## src/rtl/sync_fifo_param.sv

```systemverilog
// -----------------------------------------------------------------------------
// sync_fifo_param
//   Parametrised single-clock FIFO with almost-full / almost-empty thresholds,
//   registered overflow / underflow error pulses and an optional
//   first-word-fall-through (FWFT) read mode.
//
// Parameters
//   DATA_W     data word width in bits
//   DEPTH      number of entries (power of two, >= 4)
//   AF_THRESH  almost_full  when fifo_cnt >= AF_THRESH
//   AE_THRESH  almost_empty when fifo_cnt <= AE_THRESH
//   FWFT       0 = registered read (data one cycle after rd), 1 = fall-through
//
// Ports
//   clk           in   rising-edge clock
//   rst           in   synchronous active-high reset
//   data_in       in   write data
//   wr            in   write request
//   rd            in   read request
//   data_out      out  read data
//   empty         out  fifo_cnt == 0
//   full          out  fifo_cnt == DEPTH
//   almost_empty  out  fifo_cnt <= AE_THRESH
//   almost_full   out  fifo_cnt >= AF_THRESH
//   fifo_cnt      out  current occupancy, 0..DEPTH
//   overflow      out  one-cycle pulse, a write was rejected
//   underflow     out  one-cycle pulse, a read was rejected
// -----------------------------------------------------------------------------
module sync_fifo_param #(
  parameter int DATA_W    = 8,
  parameter int DEPTH     = 16,
  parameter int AF_THRESH = DEPTH - 2,
  parameter int AE_THRESH = 2,
  parameter int FWFT      = 0
) (
  input  logic                       clk,
  input  logic                       rst,
  input  logic [DATA_W-1:0]          data_in,
  input  logic                       wr,
  input  logic                       rd,
  output logic [DATA_W-1:0]          data_out,
  output logic                       empty,
  output logic                       full,
  output logic                       almost_empty,
  output logic                       almost_full,
  output logic [$clog2(DEPTH):0]     fifo_cnt,
  output logic                       overflow,
  output logic                       underflow
);

  localparam int PTR_W = $clog2(DEPTH);
  localparam int CNT_W = PTR_W + 1;

  logic [DATA_W-1:0] mem [DEPTH];

  logic [PTR_W-1:0]  wr_ptr_q, wr_ptr_d;
  logic [PTR_W-1:0]  rd_ptr_q, rd_ptr_d;
  logic [CNT_W-1:0]  cnt_q, cnt_d;
  // last_q is the most recently popped word; it is data_out in registered
  // mode and the hold value in FWFT mode while the FIFO is empty.
  logic [DATA_W-1:0] last_q, last_d;
  logic              overflow_q, overflow_d;
  logic              underflow_q, underflow_d;

  logic              empty_s;
  logic              full_s;
  logic              rd_acc_s;
  logic              wr_acc_s;
  logic [DATA_W-1:0] head_s;

  // Status decode and accept logic, all derived from the registered count.
  always_comb begin
    empty_s  = (cnt_q == {CNT_W{1'b0}});
    full_s   = (cnt_q == CNT_W'(DEPTH));
    head_s   = mem[rd_ptr_q];
    // A read is never accepted from an empty FIFO, so a same-cycle write
    // into an empty FIFO cannot be bypassed to the reader.
    rd_acc_s = rd && !empty_s;
    // A full FIFO still takes a write when a read frees a slot this cycle.
    wr_acc_s = wr && (!full_s || rd_acc_s);
  end

  // Next-state computation for pointers, count, read data and error pulses.
  always_comb begin
    wr_ptr_d    = wr_ptr_q;
    rd_ptr_d    = rd_ptr_q;
    cnt_d       = cnt_q;
    last_d      = last_q;
    overflow_d  = wr && full_s && !rd_acc_s;
    underflow_d = rd && empty_s;

    if (wr_acc_s) begin
      wr_ptr_d = wr_ptr_q + PTR_W'(1);
    end else begin
      wr_ptr_d = wr_ptr_q;
    end

    if (rd_acc_s) begin
      rd_ptr_d = rd_ptr_q + PTR_W'(1);
      last_d   = head_s;
    end else begin
      rd_ptr_d = rd_ptr_q;
      last_d   = last_q;
    end

    case ({wr_acc_s, rd_acc_s})
      2'b10:   cnt_d = cnt_q + CNT_W'(1);
      2'b01:   cnt_d = cnt_q - CNT_W'(1);
      default: cnt_d = cnt_q;
    endcase
  end

  // Control state registers with synchronous reset.
  always_ff @(posedge clk) begin
    if (rst) begin
      wr_ptr_q    <= {PTR_W{1'b0}};
      rd_ptr_q    <= {PTR_W{1'b0}};
      cnt_q       <= {CNT_W{1'b0}};
      last_q      <= {DATA_W{1'b0}};
      overflow_q  <= 1'b0;
      underflow_q <= 1'b0;
    end else begin
      wr_ptr_q    <= wr_ptr_d;
      rd_ptr_q    <= rd_ptr_d;
      cnt_q       <= cnt_d;
      last_q      <= last_d;
      overflow_q  <= overflow_d;
      underflow_q <= underflow_d;
    end
  end

  // Storage array; contents are intentionally not cleared by reset.
  always_ff @(posedge clk) begin
    if (!rst && wr_acc_s) begin
      mem[wr_ptr_q] <= data_in;
    end
  end

  // Read data path selection.
  generate
    if (FWFT != 0) begin : g_fwft
      // Head word shows as soon as the count says it is present; when empty
      // the last popped word (0 after reset) is held.
      always_comb begin
        if (empty_s) begin
          data_out = last_q;
        end else begin
          data_out = head_s;
        end
      end
    end else begin : g_reg
      // Registered read: the popped word appears one cycle after rd.
      always_comb begin
        data_out = last_q;
      end
    end
  endgenerate

  // Output flag decode.
  always_comb begin
    empty        = empty_s;
    full         = full_s;
    almost_empty = (cnt_q <= CNT_W'(AE_THRESH));
    almost_full  = (cnt_q >= CNT_W'(AF_THRESH));
    fifo_cnt     = cnt_q;
    overflow     = overflow_q;
    underflow    = underflow_q;
  end

endmodule

```

## config.mk

```make
export PLATFORM = sky130hd
export DESIGN_NAME = sync_fifo_param
export DESIGN_NICKNAME = d
export VERILOG_FILES = /design/src/rtl/sync_fifo_param.sv
export SDC_FILE = /design/constraint.sdc
export NUM_CORES = 1
export LEC_CHECK = 0
export ABC_AREA = 1
export CAP_MARGIN = 40
export CORE_MARGIN = 1.5
export CORE_UTILIZATION = 30
export CTS_CLUSTER_DIAMETER = 40
export CTS_CLUSTER_SIZE = 12
export DETAILED_ROUTE_END_ITERATION = 12
export GPL_ROUTABILITY_DRIVEN = 0
export PLACE_DENSITY = 0.42
export SLEW_MARGIN = 20
export SYNTH_ARGS = -nofsm -noshare
export SYNTH_HDL_FRONTEND = slang
export SYNTH_SLANG_ARGS = --single-unit
export TNS_END_PERCENT = 30
```

## constraint.sdc

```tcl
create_clock -name clk -period 2.3 [get_ports clk]
set_clock_uncertainty 0.1 [all_clocks]
set_input_delay 0.575 -clock clk [delete_from_list [all_inputs] [get_ports clk]]
set_output_delay 0.575 -clock clk [all_outputs]
set_load 0.03 [all_outputs]
```

# Word-level counts from Yosys, hierarchy flattened
# Memory sizes are Yosys's and may differ from the RTL's. A register that Yosys moved wholly into a read port is not among the register bits.
# Cells that the tools add are included.
[totals]
register_bits = 15
ram_bits = 128
in_bits = 12
out_inout_bits = 19
word_cells = 31
memories = 1
[classes]
add_sub_neg = 4
n_lt_le_gt_ge = 2
eq_ne = 3
n_mux = 3
n_reduce_logical = 13
[memory_table]
columns = ["memory", "depth", "word_bits", "rd", "rd_clocked_by_memory_dff", "write_ports", "line", "text"]
rows = [
  ["mem", 16, 8, 1, 1, 1, "54", "logic [DATA_W-1:0] mem [DEPTH];"],
]
[op_table]
columns = ["op", "count"]
rows = [
  ["5-bit case mux with 2 select lines", 1],
  ["4-bit by 1-bit adder with 4-bit output (second input constant)", 2],
  ["1-bit logical AND", 6],
  ["5-bit by 1-bit adder with 5-bit output (second input constant)", 1],
  ["5-bit equality test (second input constant)", 1],
  ["5-bit by 4-bit >= comparator with 1-bit output (second input constant)", 1],
  ["5-bit by 2-bit <= comparator with 1-bit output (second input constant)", 1],
  ["5-bit logical NOT", 1],
  ["5-bit by 1-bit subtractor with 5-bit output (second input constant)", 1],
  ["1-bit logical NOT", 4],
  ["2-bit by 1-bit equality test with 1-bit output (second input constant)", 1],
  ["2-bit equality test (second input constant)", 1],
  ["1-bit two-way mux", 2],
  ["2-bit nonzero test", 1],
  ["1-bit logical OR", 1],
]

# Logic depth before layout (Yosys ltp)
# Gate-level depths: netlist of run 1.
[depth]
ltp_word = 8
mapped_depth = 15
depth_no_buf = 14

# Worst setup path after synthesis of run 1
# Ideal clock, no wire load.
[synth_timing]
path_type = "register -> register"
from = "reg cnt_q[1] (netlist: fifo_cnt[1])"
to = "mem mem[10][0], enable pin"
setup_ns = 0.370
t_arrival_ns = 1.759
t_required_ns = 1.830
slack_ns = 0.071
stages_incl_launch_ff = 10
n_path_buf = 1
period_less_slack_ns = 2.229
cell_sequence = "dfxtp_1 -> buf_4 -> nor2_4 -> nand2_1 -> nor2_2 -> nand2_2 -> nand2_4 -> nor2_1 -> nand2_1 -> nor2_1"
[synth_via]
elab_cells_between_ends = 10
classes_between = "eq/ne (1); mux (2); reduce/logical (7)"
[synth_rtl]
columns = ["element", "line", "text"]
rows = [
  ["from (decl)", "58", "logic [CNT_W-1:0] cnt_q, cnt_d;"],
  ["from (signal assigned)", "118", "cnt_q <= {CNT_W{1'b0}};"],
  ["from (signal assigned)", "125", "cnt_q <= cnt_d;"],
  ["5-bit equality test", "74", "full_s = (cnt_q == CNT_W'(DEPTH));"],
  ["via full", "43", "output logic full,"],
  ["1-bit logical NOT", "80", "wr_acc_s = wr && (!full_s || rd_acc_s);"],
  ["1-bit logical OR", "80", ""],
  ["1-bit logical AND", "80", ""],
  ["1-bit logical AND", "134", "if (!rst && wr_acc_s) begin"],
  ["1-bit two-way mux", "134", ""],
  ["1-bit two-way mux (implied by the code)", "135", "mem[wr_ptr_q] <= data_in;"],
  ["to (decl)", "54", ""],
]
# The timed path passes the listed nets, and every way through them passes these cells.

# Worst setup path in the final report of run 1
[layout_timing]
from = "reg cnt_q[3] (netlist: fifo_cnt[3])"
to = "out fifo_cnt[3]"
[layout_rtl]
columns = ["element", "line", "text"]
rows = [
  ["to (decl)", "46", "output logic [$clog2(DEPTH):0] fifo_cnt,"],
]
# No word-level cell between the ends.

==> impl_metrics.yaml, run 1 <==
layout:
  fin_nets: 620
  fill_cells: 1964
  drive_gt1_frac: 0.139
  syn_to_final_growth_pct: 22.8
  layout.area.seq_um2: 4310
  final_area_um2: 7680
  mostFrequentLayoutCell: "edfxtp_1"
  final_cells: 882
  multi_input_area_um2: 1660
  num_antenna_cells: 0
  final_cell_mix: "edfxtp_1 (128), nor2_1 (105), o21ai_0 (71)"
  final_core_util: 0.377
power:
  ir_worst_vdd_uv: 442
  pwr_density_cell_nw_per_um2: 1030
  power_mw: 7.93
  p_leak_nw: 2.78
cts:
  clk_pin_slew_worst_paths_ns: 0.06
  clock_latency_ns: 0.42
  htreeDepth: 4
  clock_tree.buffer_depth: 2
  cts_setup_buffers: 0
  postCtsHoldBufs: 0
  cts_tree: "done"
  cts_num_sinks: 151
  cts_inserted_buffers: 17
  clockRootBuffer: "clkbuf_16"
route:
  viasPerCell: 4.77
  drc: 0
  drtPass1Iterations: 4
  totalWireLength_um: 15500
  ant_nets: 0
  vias: 4210
  post_drt_wl_per_cell_um: 17.6
  drt_iter0_drc: 300
global_routing:
  grt_max_degree: 45
  track_usage: 0.152
  grtUsageMet3: 0.0304
  grt_pass1_vias: 4251
  grt_first_pass_wirelength_um: 24800
  antenna_found_initial: 0
  overflow: 0
  grt_busiest_layer: "met2"
  grt_util_met2: 0.240
  gr-usage-met1: 0.204
worst_setup_path:
  required_ns: 1.62
  crit_path_max_fanout: 5
  cp_data_arrival_time_ns: 1.56
  critPathKind: "register to output pin"
  cp-start-kind: "register"
  crit_buf_inv: 1
  cp_cell_sequence: "clkdlybuf4s50_1"
  cpMaxStageDelayCell: "clkdlybuf4s50_1"
  critical_path.max_stage_delay_ns: 0.71
  end_kind: "output pin"
  path_delay_family: "buffers and inverters"
flow_run:
  cap_violations: 0
sta:
  fin_setup_tns_ns: 0
  max_freq_mhz: 447
  finalSetupViolCount: 0
  max_slew.worst_pin.slew_ns: 0.439
  maxSlewHeadroom: 0.707
  min_period_ns: 2.24
  hold_violations: 0
  rsz0062_at_grt: "false"
  final_max_slew_viol_count: 0
  fin_crit_sh: 0.972
place:
  hpwl_um: 10500
  place_inst: 852
  postPlaceCellArea_um2: 7100
  place.port_buffers: 30
synth:
  synth_area_um2: 6250
  synth_seq_cells: 151
  seq_area_frac_synth: 0.688
  synth.mux.area_fraction: 0
  synthAdderAreaFrac: 0.0140
  synth_compound_area_frac: 0.118
  synth_xor_area_frac: 0.00420
  syn_avg_cell_area_um2: 11.7
  synth_top_family_by_area: "simple AND/OR/NAND/NOR gates"
  synth_fp_nets: 553
  yosys.area_share.simple: 0.129
  ys_types: 31
  netlist_instances: 534
  yosysWarningCount: 0
die:
  die-area_um2: 21700
  fp.dieW_um: 147
  fp.dieH_um: 147
  rows: 52
  ios: 31
  coreArea_um2: 20400
  start_util: 0.307
status:
  outcome: "finished, final reports clean"
min_path:
  hp-class: "register to register"
[where the power goes]
| group | internal, mW | switching [mW] | total [mW] |
|---|---|---|---|
| Clock | 1.78 | 1.03 | 2.81 |
| Sequential | 3.08 | 0.0772 | 3.16 |
| Combinational | 0.653 | 1.31 | 1.96 |
[cell usage after synthesis (all sizes together)]
cell type / count / share of area
inv: 36 / 0.022
o211ai: 9 / 0.011
buf: 11 / 0.014
o21ai: 74 / 0.059
xor2: 3 / 0.0042
o22ai: 9 / 0.0090
o21bai: 1 / 0.0012
clkinv: 1 / 0.00060
clkbuf: 17 / 0.010
a21oi: 7 / 0.0056
ha: 7 / 0.014
dfxtp: 23 / 0.074
nor3b: 1 / 0.0012
nand4: 4 / 0.0040
nand2: 41 / 0.029
o221ai: 23 / 0.032
nand3: 28 / 0.025
nor2: 108 / 0.067
edfxtp: 128 / 0.61
nor3: 3 / 0.0024
[flip-flops by register name, indices dropped and copies added, names as in the netlist]
signal and count:
data_out 8, fifo_cnt 5, mem 128, overflow 1
rd_ptr_q 4, underflow 1, wr_ptr_q 4
[tightest hold or removal path: cells and delay by family, from the launching register on]
kind                   cells  cell delay (ns)
DFF                        1             0.34
AOI/OAI and AO/OA          1             0.06
buffers and inverters      1             0.09
[path summary, 6_finish.rpt]
kind	end	slack [ns]	start	cells past startpoint
max	fifo_cnt[3]	0.06	fifo_cnt[3]$_SDFFE_PP0P_	1
min	wr_ptr_q[2]$_SDFFE_PP0N_	0.44	wr_ptr_q[2]$_SDFFE_PP0N_	2
max reg2reg	fifo_cnt[4]$_SDFFE_PP0P_	0.32	fifo_cnt[2]$_SDFFE_PP0P_	15
min reg2reg	wr_ptr_q[2]$_SDFFE_PP0N_	0.44	wr_ptr_q[2]$_SDFFE_PP0N_	2
[layer usage]
layer / share of wire / wire length [um]
met5: 0 / 0
met4: 0.023 / 355
met3: 0.038 / 584
met2: 0.47 / 7310
met1: 0.47 / 7240
[stage by stage]
| stage | hold WS, ns | setup slack, ns |
|---|---|---|
| 2_1_floorplan | 0.399 | 0.0712 |
| 3_3_place_gp | 0.424 | -0.120 |
| 3_5_place_dp | 0.436 | -0.128 |
| 4_1_cts | 0.450 | 0.0119 |
| 5_1_grt | 0.493 | 0.00212 |
| 6_report | 0.441 | 0.0646 |
[what timing repair did]
item,in CTS,in global routing
hold endpoints to repair,0,0
gates resized for setup,7,3
endpoints found under the setup margin,6,3
[cell families (layout without fill, tap and decap cells)]
kind of cell               count (synthesis)  after routing
adders and majority gates                  7              7
and+or+nand+nor                          185            185
AOI/OAI and AO/OA                        123            123
xor gates and xnor gates                   3              3
buffers and inverters                     65            143
DFF                                      151            151
[cell type report]
cell class	instances	share of cell area
multi-input cells	318	0.216
repair buffers	76	0.0847
clock buffers	17	0.0554
well taps	270	0.0440
flip-flops and latches	151	0.561
clock inverters	13	0.0210
inverters	37	0.0184
(Power assumes the default switching activity.)
==> run 2: changes to the inputs <==
==> constraint.sdc (replaced) <==
create_clock -name clk -period 2.3 [get_ports clk]
set_clock_uncertainty 0.1 [all_clocks]
set_input_delay 0.575 -clock clk [delete_from_list [all_inputs] [get_ports clk]]
set_output_delay 0.575 -clock clk [all_outputs]
set_load 0.05 [all_outputs]
==> run 2 against run 1 <==
Net effect:
- first-iteration DRC count shrank 8.0%
- clock-buffer cell count grew 3
- clock power increased by 6%
- combinational power is 12% higher
- critical path depth stayed put
- global-route usage increased by 0.47 points
- cell area increased by 1.8%
- non-clock buffer count is 1 higher
==> impl_metrics.yaml, run 2 (synthesis gave the netlist of run 1 again) <==
status:
  outcome: "finished, final reports clean"
layout:
  mostFrequentLayoutCell: "edfxtp_1"
  fill_cells: 1930
  final_core_util: 0.384
  syn_to_final_growth_pct: 25.1
  drive_gt1_frac: 0.189
  fin_nets: 621
  largest_reg_flops: 128
  final_cell_mix: "edfxtp_1 (128), nor2_1 (89), o21ai_0 (71)"
  num_antenna_cells: 0
  largest-register: "mem"
die:
  coreArea_um2: 20400
  rows: 52
  start_util: 0.307
  die-area_um2: 21700
  ios: 31
  fp.dieW_um: 147
  fp.dieH_um: 147
cts:
  htreeDepth: 4
  postCtsHoldBufs: 0
  cts_inserted_buffers: 17
  clockRootBuffer: "clkbuf_16"
  clk_pin_slew_worst_paths_ns: 0.06
  clock_tree.buffer_depth: 2
  cts_num_sinks: 151
  clock_latency_ns: 0.43
  cts_resized: 1
  cts_setup_buffers: 0
  cts_tree: "done"
sta:
  rsz0062_at_grt: "false"
  hold_violations: 0
  min_period_ns: 2.26
  max_freq_mhz: 443
  final_max_slew_viol_count: 0
  finalSetupViolCount: 0
  fin_setup_tns_ns: 0
  maxSlewHeadroom: 0.617
  fin_crit_sh: 0.981
  max_slew.worst_pin.slew_ns: 0.574
power:
  p_int_mw: 5.70
  seqPwrFrac: 0.379
  swShare: 0.317
  ir_worst_vdd_uv: 735
  p_comb_frac: 0.263
  pwr_density_cell_nw_per_um2: 1070
  power.share.clock: 0.358
  p_leak_nw: 2.88
  p_sw_mw: 2.65
route:
  vias: 4209
  drt_iter0_drc: 276
  totalWireLength_um: 16000
  viasPerCell: 4.76
  drtPass1Iterations: 5
  post_drt_wl_per_cell_um: 18.1
  drc: 0
  ant_nets: 0
global_routing:
  grt_first_pass_wirelength_um: 24800
  track_usage: 0.156
  overflow: 0
  grt_max_degree: 36
  grt_pass1_vias: 4215
  antenna_found_initial: 0
place:
  hpwl_um: 10700
  place.port_buffers: 30
worst_setup_path:
  end_kind: "output pin"
  reg2regPathDepth: 8
  crit_buf_inv: 1
  crit_path_max_fanout: 3
  cp-startpoint: "fifo_cnt[4]$_SDFFE_PP0P_"
  r2r_slack_ns: 0.33
  critical_path.max_stage_delay_ns: 0.81
  cp_cell_sequence: "clkdlybuf4s50_1"
  critPathKind: "register to output pin"
  cp-start-kind: "register"
  cp_data_arrival_time_ns: 1.58
  required_ns: 1.62
  path_delay_family: "buffers and inverters"
  cpMaxStageDelayCell: "clkdlybuf4s50_1"
  r2r_start: "rd_ptr_q[1]$_SDFFE_PP0N_"
  rr_endpoint: "data_out[4]$_SDFFE_PP0N_"
flow_run:
  cap_violations: 0
min_path:
  hold_start: "wr_ptr_q[2]$_SDFFE_PP0N_"
  hold_depth: 2
  whs_endpoint: "wr_ptr_q[2]$_SDFFE_PP0N_"
  hp-class: "register to register"
run 2: worst max-delay path by stage:
stage,to,slack [ns],depth (start not counted)
global route,fifo_cnt[4],0.005,1
finish,fifo_cnt[4],0.04,1
CTS,data_out[3],0.01,1
detailed placement,mem[2][0]$_DFFE_PP_,-0.20,8
floorplan,mem[15][0]$_DFFE_PP_,0.0004,7
global placement,mem[2][5]$_DFFE_PP_,-0.16,8
run 2: power groups by stage:
stage / sequential, mW / clock, mW / combinational (mW)
after floorplan: 3.48 / 0 / 1.18
after global placement: 3.22 / 0 / 2.24
after detailed placement: 3.22 / 0 / 2.22
after CTS: 3.17 / 3.03 / 2.23
after global routing: 3.18 / 3.16 / 2.40
final: 3.17 / 2.99 / 2.20
run 2: cell type report:
cell class | count | area [um2] | share of cell area
inverters | 37 | 141 | 0.0181
multi-input cells | 318 | 1700 | 0.217
repair buffers | 77 | 697 | 0.0891
well taps | 270 | 338 | 0.0432
clock inverters | 12 | 173 | 0.0221
clock buffers | 20 | 467 | 0.0597
flip-flops and latches | 151 | 4310 | 0.551
run 2: per-stage QoR:
step	cells	total power [mW]	setup WS [ns]	cell area (um2)	hold slack [ns]
finish	885	8.35	0.0441	7820	0.452
global route	885	8.74	0.00469	7820	0.496
CTS	885	8.42	0.0100	7810	0.454
detailed placement	853	5.44	-0.196	7170	0.445
global placement	853	5.46	-0.156	7170	0.437
floorplan	534	4.65	0.000408	6290	0.399
run 2: per-layer routing:
metal	routed length, um	global-route usage	up-vias
li1	-	-	2054
met1	7280	0.204	2035
met2	7790	0.252	98
met3	606	0.0354	22
met4	371	0.0625	0
met5	0	0	-
run 2: worst reg2reg max path: stages, from the launching register on:
cell and delay (ns):
dfxtp_1 0.30, inv_1 0.36, buf_4 0.31, o21ai_0 0.17
o221ai_1 0.31, nand3_1 0.12, nand3_1 0.14, nand2_1 0.07
inv_1 0.05
==> run 3: changes to the inputs <==
--- a/config.mk
+++ b/config.mk
@@ -18,4 +18,3 @@
 export SYNTH_ARGS = -nofsm -noshare
 export SYNTH_HDL_FRONTEND = slang
 export SYNTH_SLANG_ARGS = --single-unit
-export TNS_END_PERCENT = 30
==> results of run 3 <==
Final layout, timing and power as in run 2 (identical DEF).
